**config.mk**
```make
export PLATFORM = sky130hd
export DESIGN_NAME = decimal_key_encoder_flat
export DESIGN_NICKNAME = d
export VERILOG_FILES = /design/src/rtl/decimal_pkg.sv /design/src/rtl/decimal_key_encoder_if.sv /design/src/rtl/dec_sync.sv /design/src/rtl/decimal_key_encoder.sv /design/src/flat_wrapper.sv
export SDC_FILE = /design/constraint.sdc
export NUM_CORES = 1
export LEC_CHECK = 0
export CAP_MARGIN = 20
export CORE_UTILIZATION = 55
export DETAILED_ROUTE_END_ITERATION = 8
export HOLD_SLACK_MARGIN = 0.1
export PLACE_DENSITY = 0.79
export SYNTH_ARGS = -nofsm -noshare
export SYNTH_HDL_FRONTEND = slang
export SYNTH_SLANG_ARGS = --single-unit
```
**constraint.sdc**
```tcl
create_clock -name clk -period 16.66 [get_ports clk]
set_clock_uncertainty 0.2 [all_clocks]
set_input_delay 3.332 -clock clk [delete_from_list [all_inputs] [get_ports clk]]
set_output_delay 3.332 -clock clk [all_outputs]
set_load 0.01 [all_outputs]
```
**src/rtl/decimal_pkg.sv**
```systemverilog
// Shared types and constants for the decimal key encoder.
package decimal_pkg;

  typedef enum logic [1:0] {
    IDLE,
    DEBOUNCE,
    HOLD,
    RELEASE
  } state_t;

  localparam int          DIGITS           = 10;
  localparam logic [3:0]  BCD_INVALID      = 4'b1111;
  localparam int unsigned DEBOUNCE_DEFAULT = 4;

  // Returns {err, code}; anything but one-hot is invalid.
  function automatic logic [4:0] encode(
    input logic [DIGITS-1:0] v
  );
    logic [3:0] n;
    logic [3:0] c;
    n = '0;
    c = '0;
    for (int i = 0; i < DIGITS; i++) begin
      if (v[i]) begin
        n = n + 4'd1;
        c = 4'(i);
      end
    end
    if (n == 4'd1) return {1'b0, c};
    return {1'b1, BCD_INVALID};
  endfunction

endpackage

```
**src/rtl/decimal_key_encoder_if.sv**
```systemverilog
// Encoded-key handshake bundle: producer drives code,
// consumer acknowledges with BCDReady.
interface decimal_key_encoder_if;
  logic [3:0] BCDOut;
  logic       BCDErr;
  logic       BCDValid;
  logic       BCDReady;

  modport master (
    output BCDOut,
    output BCDErr,
    output BCDValid,
    input  BCDReady
  );

  modport slave (
    input  BCDOut,
    input  BCDErr,
    input  BCDValid,
    output BCDReady
  );
endinterface

```
**src/rtl/dec_sync.sv**
```systemverilog
// Two-flop synchronizer for asynchronous key lines.
module dec_sync #(
  parameter int W = 10
) (
  input  logic         clk,
  input  logic         rst_n,
  input  logic [W-1:0] d,
  output logic [W-1:0] q
);

  logic [W-1:0] meta;

  always_ff @(posedge clk or negedge rst_n) begin
    if (!rst_n) begin
      meta <= '0;
      q    <= '0;
    end else begin
      meta <= d;
      q    <= meta;
    end
  end

endmodule

```
**src/rtl/decimal_key_encoder.sv**
```systemverilog
// Debounced one-hot to BCD key encoder with valid/ready output.
// Define DECENC_DEBOUNCE_EN to enable the DEBOUNCE state.
module decimal_key_encoder
  import decimal_pkg::*;
#(
  parameter int unsigned DEBOUNCE_CYCLES = DEBOUNCE_DEFAULT
) (
  input  logic              clk,
  input  logic              rst_n,
  input  logic [DIGITS-1:0] DECIn,
  decimal_key_encoder_if.master bcd,
  output logic [7:0]        PressCount
);

  logic [DIGITS-1:0] s;
  state_t            state_q, state_d;
  logic [3:0]        out_q, out_d;
  logic              err_q, err_d;
  logic              vld_q, vld_d;
  logic [7:0]        cnt_q, cnt_d;

`ifdef DECENC_DEBOUNCE_EN
  localparam logic [7:0] LAST = 8'(DEBOUNCE_CYCLES - 1);
  logic [DIGITS-1:0] pat_q, pat_d;
  logic [7:0]        dbc_q, dbc_d;
`else
  localparam bit DBC_OK =
    (DEBOUNCE_CYCLES >= 1) && (DEBOUNCE_CYCLES <= 255);
`endif

  dec_sync #(.W(DIGITS)) u_sync (
    .clk   (clk),
    .rst_n (rst_n),
    .d     (DECIn),
    .q     (s)
  );

  always_comb begin
    state_d = state_q;
    out_d   = out_q;
    err_d   = err_q;
    vld_d   = vld_q;
    cnt_d   = cnt_q;
`ifdef DECENC_DEBOUNCE_EN
    pat_d   = pat_q;
    dbc_d   = dbc_q;
`endif
    case (state_q)
      IDLE: begin
`ifdef DECENC_DEBOUNCE_EN
        if (s != '0) begin
          pat_d   = s;
          dbc_d   = '0;
          state_d = DEBOUNCE;
        end
`else
        if (s != '0 && DBC_OK) begin
          {err_d, out_d} = encode(s);
          vld_d          = 1'b1;
          state_d        = HOLD;
        end
`endif
      end
      DEBOUNCE: begin
`ifdef DECENC_DEBOUNCE_EN
        if (s != pat_q) begin
          state_d = IDLE;
        end else if (dbc_q == LAST) begin
          {err_d, out_d} = encode(pat_q);
          vld_d          = 1'b1;
          state_d        = HOLD;
        end else begin
          dbc_d = dbc_q + 8'd1;
        end
`else
        state_d = IDLE;
`endif
      end
      HOLD: begin
        if (bcd.BCDReady) begin
          vld_d   = 1'b0;
          cnt_d   = cnt_q + 8'd1;
          state_d = RELEASE;
        end
      end
      RELEASE: begin
        if (s == '0) state_d = IDLE;
      end
      default: state_d = IDLE;
    endcase
  end

  always_ff @(posedge clk or negedge rst_n) begin
    if (!rst_n) begin
      state_q <= IDLE;
      out_q   <= '0;
      err_q   <= 1'b0;
      vld_q   <= 1'b0;
      cnt_q   <= '0;
`ifdef DECENC_DEBOUNCE_EN
      pat_q   <= '0;
      dbc_q   <= '0;
`endif
    end else begin
      state_q <= state_d;
      out_q   <= out_d;
      err_q   <= err_d;
      vld_q   <= vld_d;
      cnt_q   <= cnt_d;
`ifdef DECENC_DEBOUNCE_EN
      pat_q   <= pat_d;
      dbc_q   <= dbc_d;
`endif
    end
  end

  assign bcd.BCDOut   = out_q;
  assign bcd.BCDErr   = err_q;
  assign bcd.BCDValid = vld_q;
  assign PressCount   = cnt_q;

endmodule
```
**src/flat_wrapper.sv**
```systemverilog
// flat-port wrapper written by rule: the top's interface ports become plain ports
module decimal_key_encoder_flat import decimal_pkg::*;
#(
  parameter int unsigned DEBOUNCE_CYCLES = DEBOUNCE_DEFAULT
)
  (clk, rst_n, DECIn, PressCount, bcd_BCDOut, bcd_BCDErr, bcd_BCDValid, bcd_BCDReady);
  decimal_key_encoder_if bcd_i ();
  input  logic clk;
  input  logic rst_n;
  input  logic [DIGITS-1:0] DECIn;
  output logic [7:0] PressCount;
  output wire logic [$bits(bcd_i.BCDOut)-1:0] bcd_BCDOut;
  output wire logic [$bits(bcd_i.BCDErr)-1:0] bcd_BCDErr;
  output wire logic [$bits(bcd_i.BCDValid)-1:0] bcd_BCDValid;
  input wire logic [$bits(bcd_i.BCDReady)-1:0] bcd_BCDReady;
  assign bcd_BCDOut = bcd_i.BCDOut;
  assign bcd_BCDErr = bcd_i.BCDErr;
  assign bcd_BCDValid = bcd_i.BCDValid;
  assign bcd_i.BCDReady = bcd_BCDReady;
  decimal_key_encoder #(.DEBOUNCE_CYCLES(DEBOUNCE_CYCLES)) u_core (.clk(clk), .rst_n(rst_n), .DECIn(DECIn), .bcd(bcd_i), .PressCount(PressCount));
endmodule
```
======== Word level (Yosys, flattened, before mapping) ========
Cells that the tools add are included.
operators by class
  eq/ne operators ......................... 7
  reductions and logical operators ........ 8
  add/sub/neg operators ................... 10
  multiplexer cells ....................... 51
operators with widths
  kind                                                              count
  4-bit two-way mux                                                 31
  4-bit by 1-bit adder with 4-bit output (second input constant)    9
  3-bit two-way mux                                                 4
  10-bit logical NOT                                                1
  2-bit two-way mux                                                 5
  5-bit two-way mux                                                 2
  10-bit nonzero test                                               1
  8-bit by 1-bit adder with 8-bit output (second input constant)    1
  2-bit case mux with 4 select lines                                1
  1-bit two-way mux                                                 7
  3-bit AND reduction                                               2
  2-bit == test (second input constant)                             2
  4-bit by 1-bit == test with 1-bit output (second input constant)  1
  2-bit by 1-bit != test with 1-bit output (second input constant)  2
  2-bit AND reduction                                               2
  2-bit by 1-bit == test with 1-bit output (second input constant)  1
  2-bit logical NOT                                                 1
  2-bit != test (second input constant)                             1
  1-bit case mux with 2 select lines                                1
  2-bit nonzero test                                                1
word-level totals
  flip-flop bits (word level) ............. 36
  word-level logic and storage cells ...... 83
  input port bits ......................... 13

======== Depth between registers and ports, before layout ========
Gate-level depths: netlist of run 1.
  word-level depth ........................ 44
  gate-level depth with buffers ........... 26
  gate-level depth less buffers ........... 26

======== Cells and area by module ========
From an unflattened synthesis of run 1, not the netlist that was laid out.
second synthesis, totals
  cells, all modules ...................... 194
  area, all modules ....................... 2,039.5 µm²
modules (own cells, without submodules)
  module               seq. area each (µm²)  cells an instance  instances  area each (µm²)
  decimal_key_encoder  400.4                 174                1          1,539.0
  dec_sync             500.5                 20                 1          500.5

======== Worst setup path after synthesis of run 1 ========
Ideal clock, no wire load.
  path type ............................... flip-flop to flip-flop
  start point ............................. register u_core.u_sync.q[1]
  end point ............................... register u_core.out_q[3], in the netlist u_core.bcd.BCDOut[3]
  buffers on the path ..................... 0
  period minus slack after synthesis ...... 5.485 ns
  library setup time ...................... 0.082 ns
  slack ................................... 11.175 ns
  cell stages (with the launch flop) ...... 27
  data arrival time ....................... 5.203 ns
  data required time ...................... 16.378 ns
  path through ............................ dfrtp_1 > inv_1 > ha_1 > xor2_1 > ha_1 > mux2_2 > ha_1 > nand2_1 > nand3_1 > ha_1 > and2b_2 > nor2_1 > ha_1 > nand2_1 > o31ai_1 > ha_1 > nand2_1 > nand2_1 > ha_1 > mux2_2 > ha_1 > nand2_1 > nor2_1 > o21a_1 > o41ai_1 > a31oi_2 > a31oi_1
on the way
  word-level cells in the longest chain between the ends .. 40
  elaborated cells on any way between the ends .. 42
  those cells by class .................... 8 x add/sub; 1 x eq/ne; 31 x mux; 2 x reduce/logical
ends and longest elaborated chain
  element                                   RTL line                    source
  start: declaration                        dec_sync.sv:8               output logic [W-1:0] q
  start signal: assignment                  dec_sync.sv:19              q <= meta;
  4-bit two-way mux                         decimal_pkg.sv:24           if (v[i]) begin
  4-bit two-way mux                         decimal_key_encoder.sv:57   if (s != '0 && DBC_OK) begin
  4-bit two-way mux                         decimal_key_encoder.sv:48   case (state_q)
  4-bit by 1-bit adder with 4-bit output    decimal_pkg.sv:25           n = n + 4'd1;
  4-bit two-way mux                         decimal_pkg.sv:24
  4-bit two-way mux                         decimal_key_encoder.sv:57
  4-bit two-way mux                         decimal_key_encoder.sv:48
  4-bit by 1-bit adder with 4-bit output    decimal_pkg.sv:25
  [... 24 more ...]                         n/a
  4-bit two-way mux                         decimal_pkg.sv:24
  4-bit two-way mux                         decimal_key_encoder.sv:57
  4-bit two-way mux                         decimal_key_encoder.sv:48
  4-bit by 1-bit == test with 1-bit output  decimal_pkg.sv:29           if (n == 4'd1) return {1'b0, c};
  1-bit two-way mux                         decimal_pkg.sv:29
  1-bit two-way mux                         decimal_key_encoder.sv:57
  1-bit two-way mux                         decimal_key_encoder.sv:48
  5-bit two-way mux                         decimal_pkg.sv:30           return {1'b1, BCD_INVALID};
  end signal: assignment                    decimal_key_encoder.sv:106  out_q <= out_d;
  end: declaration                          decimal_key_encoder.sv:17   logic [3:0] out_q, out_d;
Several ways; a longest one is shown, not always the timed one. The select of a mux whose other input is x is not followed.
A chain may end at the register's enable or synchronous reset.

======== Worst setup path after layout of run 1 ========
  start point ............................. register u_core.u_sync.q[1]
  end point ............................... register u_core.out_q[2], in the netlist u_core.bcd.BCDOut[2]
The elaborated chain is that of the path after synthesis.

==> results.json, run 1 <==
{
  "status": "completed",
  "ys.flop_type": "dfrtp_1",
  "rows": 22,
  "switching_share": 0.327,
  "h-tree-depth": 2,
  "cts-buffers-inserted": 5,
  "power.switching_mw": 0.104,
  "ctsResizeCount": 0,
  "core_mm2": 0.00377,
  "min_path_cells": 0,
  "arrival_ns": 5.91,
  "synthCells": 201,
  "reg2regPathDepth": 26,
  "internal-power_mw": 0.213,
  "dr.pass1.iters": 4,
  "start_util": 0.589,
  "seqPwrFrac": 0.348,
  "leakage_nw": 1.12,
  "drt_iter0_markers": 43,
  "drc": 0,
  "cts_root_buf": "clkbuf_8",
  "synth_top_area_share": 0.406,
  "fmax_ghz": 0.168,
  "use_met3": 0.0503,
  "slew_violations": 0,
  "seq_area_frac_synth": 0.406,
  "antenna_found_initial": 0,
  "die_y_um": 65.5,
  "routed_wl_mm": 3.88,
  "ys_warn_count": 0,
  "instances_no_fill": 277,
  "power.total_mw": 0.317,
  "p_clk_frac": 0.230,
  "busiest_layer": "met2",
  "tns_ns": 0,
  "worstSkewPairLatency_ns": 0.28,
  "utilization": 0.683,
  "cts_hold_repair.buffers": 0,
  "worst_ep_required_time_ns": 16.61,
  "min_period_ns": 5.97,
  "worst-setup-path-type": "flop to flop",
  "via_count": 1563,
  "clk_pin_slew_worst_paths_ns": 0.07,
  "syn_area_mm2": 0.00222,
  "tightest_slew_ns": 0.798,
  "slew_headroom": 0.467,
  "power_density_mw_per_mm2": 123,
  "hold_path.class": "flop to flop",
  "rsz0062_at_grt": "false",
  "io_pins": 27,
  "grt_usage": 0.213,
  "die_w_um": 65.5,
  "post-route-period-util": 0.358,
  "die_area_mm2": 0.00430,
  "antennaDiodeCount": 0,
  "ys_seq_elements": 36,
  "grt_first_pass_wirelength_mm": 6.81,
  "yosysTopAreaCell": "dfrtp_1",
  "yosysUniqueCellTypes": 51,
  "post_cts_buffers": 0,
  "gp_congestion": 0.807,
  "pwr-share-comb": 0.422,
  "grt_max_degree": 37,
  "cts.sinks": 36,
  "hold_violations": 0,
  "post_drt_wl_per_cell_um": 14.0,
  "synth-edff-count": 0,
  "dp_cells": 269,
  "postSynthAreaPerCell_um2": 11.0,
  "final_antenna_net_count": 0,
  "path_max_fanout": 8,
  "drv_cap": 0,
  "async_flop_share": 1.00,
  "clockBufferDepth": 2,
  "grt_pass1_vias": 1578,
  "drive_gt1_frac": 0.135,
  "grt_use_met2": 0.358,
  "overflow": 0,
  "peakVddDrop_v": 0.000104,
  "via_per_inst": 5.64,
  "fin_nets": 251,
  "io_buffers": 26,
  "syn_nets": 224,
  "tritoncts": "yes",
  "setup_violations": 0,
  "startpoint_type": "flop",
  "endpoint_kind": "flop",
  "hpwl_mm": 2.89,
  "grt_use_met1": 0.257,
  "syn_to_final_growth_pct": 16.1,
  "netlist_top_cells_area": "dfrtp_1 41%, ha_1 5.6%, xnor2_1 5.5%, nand3_1 3.2%, xnor3_1 3.0%"
}
## logic make-up (layout without fill, tap and decap cells)
logic type               Yosys count  in the layout  share of synthesized area
flip-flops                        36             36                      0.406
adder cells (fa/ha/maj)           12             12                     0.0654
XOR/XNOR                          27             27                      0.162
AND/OR/NAND/NOR                   71             71                      0.165
AO/OA/AOI/OAI                     33             33                      0.122
buffers and inverters             17             45                     0.0541
multiplexers                       5              5                     0.0254
## worst max-delay path, cell delays in order (launching register included)
cell and delay [ns]:
dfrtp_1 0.37, inv_1 0.05, ha_1 0.35, xor2_1 0.19, ha_1 0.34, mux2_2 0.28, ha_1 0.31, nand2_1 0.11
nand3_1 0.09, ha_1 0.29, and2b_2 0.23, nor2_1 0.04, ha_1 0.26, nand2_1 0.06, o31ai_1 0.15, ha_1 0.34
nand2_1 0.08, nand2_1 0.08, ha_1 0.29, mux2_2 0.27, ha_1 0.26, and2_1 0.17, a41o_2 0.20, a311oi_1 0.25
o41ai_1 0.14, a31oi_2 0.26, a31oi_1 0.14
## layout by cell type, fill, tap and decap left out, types with 5 or more instances in the layout
| cell type | instances |
|---|---|
| a31oi_1 | 7 |
| clkbuf_8 | 5 |
| clkdlybuf4s50_1 | 26 |
| dfrtp_1 | 36 |
| ha_1 | 10 |
| inv_1 | 8 |
| mux2_2 | 5 |
| nand2_1 | 16 |
| nand3_1 | 14 |
| nor2_1 | 17 |
| xnor2_1 | 14 |
## cell usage after synthesis, types with 3 or more instances
master and count:
nand3_1 14, nand2_1 16, clkbuf_8 3, xnor3_1 3, buf_6 3, nand4_1 3, nor2_1 17, ha_1 10
xor2_1 4, xnor2_1 14, nor3_1 4, a31oi_1 7, a21oi_1 4, inv_1 8, dfrtp_1 36, o21ai_0 3
mux2_2 5
## power by group through the flow
stage          logic, mW  registers (mW)  clock network (mW)
5_1_grt            0.148           0.112              0.0780
2_1_floorplan     0.0974           0.112                   0
3_3_place_gp       0.131           0.112                   0
6_report           0.134           0.110              0.0728
3_5_place_dp       0.134           0.112                   0
4_1_cts            0.135           0.110              0.0751
## worst paths after layout
path / from / slack (ns) / endpoint
setup / recovery: u_core.u_sync.q[1] / 10.69 / u_core.bcd.BCDOut[2]
hold / removal: u_core.u_sync.meta[7] / 0.14 / u_core.u_sync.q[7]
setup reg to reg: u_core.u_sync.q[1] / 10.69 / u_core.bcd.BCDOut[2]
hold reg to reg: u_core.u_sync.meta[7] / 0.14 / u_core.u_sync.q[7]
max in group asynchronous: rst_n / 12.70 / u_core.u_sync.meta[1]
min in group asynchronous: rst_n / 3.26 / u_core.PressCount[7]
## state kept, by name, summed over array words and instances (netlist names)
| signal | cells |
|---|---|
| u_core.u_sync.meta | 10 |
| u_core.u_sync.q | 10 |
| u_core.PressCount | 8 |
| u_core.bcd.BCDOut | 4 |
| u_core.state_q | 2 |
| u_core.bcd.BCDErr | 1 |
| u_core.bcd.BCDValid | 1 |
## final cells by class
cell class	count	area, µm²
tap	48	60.1
inverter	10	37.5
sequential	36	901
clock buffer	5	68.8
multi-input combinational	148	1200
clock inverter	3	42.5
timing repair buffer	27	268
fill	276	1190
## metrics by stage
stage	hold slack (ns)	worst slack (ns)	instance area [µm²]
floorplan	0.131	11.18	2220
global placement	0.134	10.84	2470
detailed placement	0.135	10.71	2470
CTS	0.145	10.67	2580
global route	0.143	10.24	2580
finish	0.142	10.69	2580
## per-layer routing
layer / share of wire / up-vias
met1: 0.45 / 761
met5: 0 / -
met3: 0.037 / 5
li1: - / 770
met4: 0.018 / 0
met2: 0.50 / 27
Power figures use the tool's default switching activity.
==> run 2, diff against run 1 <==
clock period = 6.1 ns   (was 16.66 ns; I/O delays follow)
==> run 2 against run 1 <==
Hold slack improved by 0.0072 ns. Count of clock-buffer cells in the layout increased by 1. Die area unchanged.
==> results.json, run 2 (synthesized netlist as in run 1, its figures left out) <==
{
  "status": "completed",
  "grt_max_degree": 37,
  "leakage_nw": 1.13,
  "die_w_um": 65.5,
  "drv_cap": 0,
  "ff2ff_setup_slack_ns": 0.38,
  "power_density_mw_per_mm2": 332,
  "grt_usage": 0.211,
  "fin_ws_ns": 0.377,
  "rows": 22,
  "crit_path_start": "u_core.u_sync.q[1]",
  "endpoint_kind": "flop",
  "worst_ep_required_time_ns": 6.06,
  "syn_to_final_growth_pct": 18.6,
  "slew_violations": 0,
  "grt_first_pass_wirelength_mm": 6.64,
  "drt_iter0_markers": 41,
  "worst-setup-path-type": "flop to flop",
  "io_buffers": 26,
  "tns_ns": 0,
  "dr.pass1.iters": 4,
  "hold_violations": 0,
  "overflow": 0,
  "rsz0062_at_grt": "false",
  "antenna_found_initial": 0,
  "place_ws_ns": 0.0948,
  "drive_gt1_frac": 0.170,
  "io_pins": 27,
  "reg2reg_from": "u_core.u_sync.q[1]",
  "hold_path.class": "flop to flop",
  "final_antenna_net_count": 0,
  "routed_wl_mm": 4.00,
  "start_util": 0.589,
  "post_drt_wl_per_cell_um": 14.4,
  "path_max_fanout": 8,
  "cts.sinks": 36,
  "worstSkewPairLatency_ns": 0.29,
  "hpwl_mm": 2.95,
  "slew_headroom": 0.412,
  "startpoint_type": "flop",
  "hold_start": "u_core.u_sync.meta[2]",
  "clockBufferDepth": 2,
  "grt_pass1_vias": 1437,
  "via_count": 1548,
  "fmax_ghz": 0.175,
  "dp_cells": 269,
  "h-tree-depth": 2,
  "drc": 0,
  "post-route-period-util": 0.938,
  "worst_path_max_delay_cell": "dfrtp_1",
  "die_y_um": 65.5,
  "setup_violations": 0,
  "clk_pin_slew_worst_paths_ns": 0.07,
  "die_area_mm2": 0.00430,
  "tritoncts": "yes",
  "cts_root_buf": "clkbuf_8",
  "critical_path_buf_inv_count": 1,
  "min_period_ns": 5.72,
  "crit_family": "adder cells",
  "place_area_mm2": 0.00247,
  "mostFrequentLayoutCells": "36 x dfrtp_1, 26 x clkdlybuf4s50_1, 17 x nor2_1, 15 x nand2_1",
  "gp_congestion": 0.768,
  "crit_top_cell": "ha_1",
  "final_common_cell": "dfrtp_1",
  "fin_nets": 252,
  "tightest_slew_ns": 0.880,
  "cpPeakStageDelay_ns": 0.40,
  "core_mm2": 0.00377,
  "arrival_ns": 5.68,
  "via_per_inst": 5.57,
  "final_area_mm2": 0.00264,
  "cts-buffers-inserted": 5,
  "cts_hold_repair.buffers": 0,
  "instances_no_fill": 278,
  "peakVddDrop_v": 0.000252,
  "antennaDiodeCount": 0
}
[run 2: cell types whose count changed in the layout (fill, tap and decap cells not counted), sizes merged]
| cell | before | now |
|---|---|---|
| bufinv | 1 | 0 |
| clkinv | 1 | 2 |
| buf | 1 | 2 |
| clkbuf | 5 | 6 |
| clkinvlp | 1 | 0 |
[run 2: worst register-to-register path: cells and delay by family, from the launching register on]
kind / cells / cell delay [ns]
compound gates: 5 / 0.97
xor+xnor: 1 / 0.17
fa+ha+maj: 8 / 2.18
buf+inv: 1 / 0.06
flops: 1 / 0.40
mux: 3 / 0.86
simple gates: 7 / 0.77
[run 2: final cells by class]
cell class,count,area [µm²]
multi-input cells,148,1270
clock buffers,6,82.6
fillers,281,1140
repair buffers,28,275
clock inverters,2,10.0
flip-flops and latches,36,901
inverters,10,37.5
well taps,48,60.1
[run 2: stage by stage]
stage                     hold slack, ns  power [mW]   util
after floorplan                    0.131       0.573      -
after global placement             0.132       0.662  0.654
after detailed placement           0.135       0.672  0.654
after CTS                          0.151       0.845  0.679
after global routing               0.157       0.932  0.699
final                              0.149       0.874  0.699
[run 2: timing repair]
action	CTS	global route
setup buffers	0	1
resized for setup	0	10
endpoints found under the setup margin	0	5
[run 2: final timing paths]
kind,cells past startpoint,to
worst max-delay path,25,u_core.bcd.BCDOut[1]
worst min-delay path,0,u_core.u_sync.q[2]
worst max register to register,25,u_core.bcd.BCDOut[1]
worst min register to register,0,u_core.u_sync.q[2]
max in group asynchronous,2,u_core.u_sync.q[4]
min in group asynchronous,2,u_core.PressCount[4]
[run 2: per-layer routing]
layer,GRT usage,share of wire,vias up
met5,0,0,-
met4,0.0815,0.014,0
met3,0.0469,0.038,6
met1,0.283,0.47,733
li1,-,-,774
met2,0.331,0.48,35
[run 2: power by group]
part | internal, mW | switching (mW) | total [mW] | leakage, nW
Sequential | 0.270 | 0.0324 | 0.303 | 0.418
Clock | 0.0900 | 0.0837 | 0.174 | 0.0510
Combinational | 0.208 | 0.190 | 0.398 | 0.662
Total | 0.568 | 0.306 | 0.874 | 1.13
==> run 3, diff against run 2 <==
GPL_ROUTABILITY_DRIVEN = 0   (was default)
==> results of run 3 <==
The final DEF is identical to that of run 2; final timing and power are the same.
==> patch 1 (settings of run 3) <==
Re-encode `state_t` (4 states) as one-hot, 4 bits wide.
--- a/src/rtl/decimal_pkg.sv
+++ b/src/rtl/decimal_pkg.sv
@@ -1,11 +1,11 @@
 // Shared types and constants for the decimal key encoder.
 package decimal_pkg;
 
-  typedef enum logic [1:0] {
-    IDLE,
-    DEBOUNCE,
-    HOLD,
-    RELEASE
+  typedef enum logic [3:0] {
+    IDLE     = 4'b0001,
+    DEBOUNCE = 4'b0010,
+    HOLD     = 4'b0100,
+    RELEASE  = 4'b1000
   } state_t;
 
   localparam int          DIGITS           = 10;
Behaviour: no difference found for any inputs over 10 cycles, from zero or initial values and one cycle with rst_n low; not proved beyond that.
==> patch 1 against run 3 <==
Worst setup slack improved by 0.065 ns. Core utilization decreased by 1.4 points. Cell area decreased by 4.2%. Synthesized cell count increased by 3.0%. Non-clock buffer count increased by 2. Synthesized area decreased by 4.7%. Sequential cell count increased by 1. Routed wire length decreased by 8.8%. Sequential share of layout area increased by 2.5 points. Power increased by 9.5%. Sequential power increased by 12%. Largest cell class unchanged.
==> patch 1: results <==
group,metric,value,unit
global_routing,use_met1,26.8,%
yosys,synth_compound_area_share,12.8,%
critical_path,r2r-start,"u_core.u_sync.q[1]$_DFF_PN0_",
finish,nNetsFinal,258,
sta,slew-limit-headroom,59.4,%
global_routing,grt_pass1_vias,1453,
power_and_ir_drop,pwr-share-comb,48.0,%
yosys,synth_commonest_cells,"dfrtp_1, nand2_1, nor2_1, inv_1, xnor2_1",
finish,stdcell_count,284,
yosys,synth-seq-area-share,43.8,%
routing,firstDrtPassIters,5,
critical_path,crit_fanout,5,
finish,num-fill-cells,300,
power_and_ir_drop,swShare,37.4,%
power_and_ir_drop,p_seq_share,35.4,%
power_and_ir_drop,peakVddDrop,0.000275,V
yosys,synth_area_leaders,"dfrtp_1, ha_1, xnor2_1",
yosys,synth.mux.area_fraction,2.01,%
yosys,synth_xor_area_share,14.1,%
power_and_ir_drop,p_seq,339,uW
global_routing,grt_pass1_wl,6410,um
yosys,synth_nets,230,
critical_path,max_stage_delay,0.37,ns
global_routing,use_met2,33.0,%
routing,met3WireLength,135,um
power_and_ir_drop,leakage,0.00108,uW
yosys,synth_area_per_cell,10.2,um2
place,place_area,2400,um2
min_path,min_from,"u_core.u_sync.meta[4]$_DFF_PN0_",
routing,routedWlPerCell,12.9,um
global_routing,grt_max_degree,38,
place,hpwl,2680,um
global_routing,grtUsageTotal,20.6,%
finish,drive_above_1_share,11.4,%
routing,wl_met1,1710,um
run_status,status,"finished clean",
place,dpl_worst_slack,0.289,ns
routing,drt-initial-drc-count,63,
critical_path,cp.arrival,5.66,ns
[patch 1: cell count changes after synthesis, moves of 3 or more]
| cell | before | now |
|---|---|---|
| clkbuf_8 | 3 | 0 |
| mux2_2 | 5 | 2 |
| nand3_1 | 14 | 9 |
| nand2_1 | 16 | 19 |
| inv_1 | 8 | 11 |
| xor2_1 | 4 | 9 |
| nor3_1 | 4 | 8 |
| a41oi_1 | 0 | 3 |
| o21ai_0 | 3 | 9 |
| buf_2 | 0 | 5 |
| xnor2_1 | 14 | 11 |
[patch 1: area by class of cell]
class	count	area (um2)	area share, %
Multi-Input combinational cell	150	1120	44.5
Sequential cell	37	927	36.7
Timing Repair Buffer	30	290	11.5
Clock buffer	6	72.6	2.87
Tap cell	48	60.1	2.38
Inverter	11	41.3	1.64
Clock inverter	2	10.0	0.396
[patch 1: worst max-delay path: cells and delay by family, from the launching register on]
kind	cells	cell delay (ns)
buffers and inverters	3	0.28
and+or+nand+nor	6	0.59
adders and majority gates	8	2.42
DFF	1	0.37
AOI/OAI and AO/OA	8	1.16
xor gates and xnor gates	1	0.19
muxes	2	0.36
[patch 1: path summary, 6_finish.rpt]
check / depth (start not counted) / slack [ns] / to
setup reg to reg: 28 / 0.44 / u_core.bcd.BCDOut[3]$_DFFE_PN0P_
min in group asynchronous: 2 / 1.15 / u_core.bcd.BCDValid$_DFFE_PN0P_
hold reg to reg: 0 / 0.15 / u_core.u_sync.q[4]$_DFF_PN0_
max in group asynchronous: 2 / 4.22 / u_core.state_q[0]$_DFFE_PN1P_
hold / removal: 0 / 0.15 / u_core.u_sync.q[4]$_DFF_PN0_
setup / recovery: 28 / 0.44 / u_core.bcd.BCDOut[3]$_DFFE_PN0P_
==> patch 2 (flow settings as in run 3) <==
Made on the original files. Build with the macro `DECENC_DEBOUNCE_EN` defined.
--- a/src/rtl/decimal_key_encoder.sv
+++ b/src/rtl/decimal_key_encoder.sv
@@ -1,5 +1,7 @@
 // Debounced one-hot to BCD key encoder with valid/ready output.
 // Define DECENC_DEBOUNCE_EN to enable the DEBOUNCE state.
+`define DECENC_DEBOUNCE_EN
+
 module decimal_key_encoder
   import decimal_pkg::*;
 #(
Behaviour: not the same (Yosys sat finds a counterexample within 4 cycles, from zero or initial values and one cycle with rst_n low).
==> patch 2 against run 3 <==
Combinational power increased to 3.2 times the old value. Synthesized area increased by 31%. Cell area increased by 27%. Critical endpoint is now u_core.bcd.BCDOut[0]$_DFFE_PN0P_. Count of clock-buffer cells in the layout unchanged. Synthesized cell count increased by 35%. Highest routed layer unchanged. Worst setup slack got worse by 0.0063 ns. Largest cell class unchanged. Core utilization decreased by 4.4 points. Power increased by 120%. Critical path depth increased by 1. Non-clock buffer count increased by 2. Sequential cell count increased by 18. Sequential power increased by 52%. Hold slack improved by 0.0081 ns. Routed wire length increased by 26%.
==> patch 2: results <==
group,metric,value,unit
routing,dr_wl_met2,2430,um
global_routing,grt_max_degree,55,
yosys,synth_compound_area_share,9.00,%
finish,nNetsFinal,324,
global_routing,grtUsageTotal,19.5,%
place,dp_cells,362,
routing,drt-initial-drc-count,139,
yosys,synth_xor_area_share,16.2,%
critical_path,cp.arrival,5.71,ns
place,hpwl,3650,um
yosys,synth_area_per_cell,10.7,um2
yosys,synth_nets,296,
sta,hold_ws,0.157,ns
global_routing,grt_pass1_vias,1787,
routing,route.vias.total,1992,
yosys,synth-seq-area-share,46.3,%
global_routing,use_met1,27.0,%
critical_path,cp-endpoint,"u_core.bcd.BCDOut[0]$_DFFE_PN0P_",
finish,final_util,65.4,%
finish,num-fill-cells,409,
run_status,status,"finished clean",
routing,met3WireLength,154,um
critical_path,crit_fanout,4,
global_routing,grt.met3_usage,4.02,%
place,dpl_worst_slack,0.293,ns
sta,fmax,175,MHz
sta,slew-limit-headroom,57.3,%
clocking,clk_pin_slew,0.09,ns
yosys,synth_area_leaders,"dfrtp_1, xor2_1, ha_1",
routing,wl_met1,2380,um
yosys,synth_commonest_cells,"dfrtp_1, nand2_1, nor2_1, xor2_1, xnor2_1",
==> patch 2: changes by cell type in the layout (fill, tap and decap cells not counted), moves of 4 or more <==
cell	change
nand3_1	-6
a31oi_1	-4
xor2_1	+18
nand2_1	+15
nand4_1	+5
nor2_1	+11
a21oi_1	+4
and3_1	+4
o21ai_0	+5
dfrtp_1	+18
==> patch 2: report_power, final <==
part           switching [uW]  total [uW]  leakage, uW  internal (uW)
Sequential               67.7         462     0.000678            394
Combinational             640        1270     0.000749            633
Clock                     118         201    0.0000418           82.7
==> patch 2: layout make-up <==
cell class,count,share of cell area [%]
Clock buffer,6,2.17
Clock inverter,2,0.487
Inverter,8,0.899
Multi-Input combinational cell,201,44.9
Sequential cell,54,40.4
Tap cell,70,2.62
Timing Repair Buffer,30,8.54
==> patch 2: timing repair <==
action                     4_1_cts  5_1_grt
hold buffers                     0        0
setup buffers                    0        1
setup endpoints to repair        0        5
resized for setup                0        3
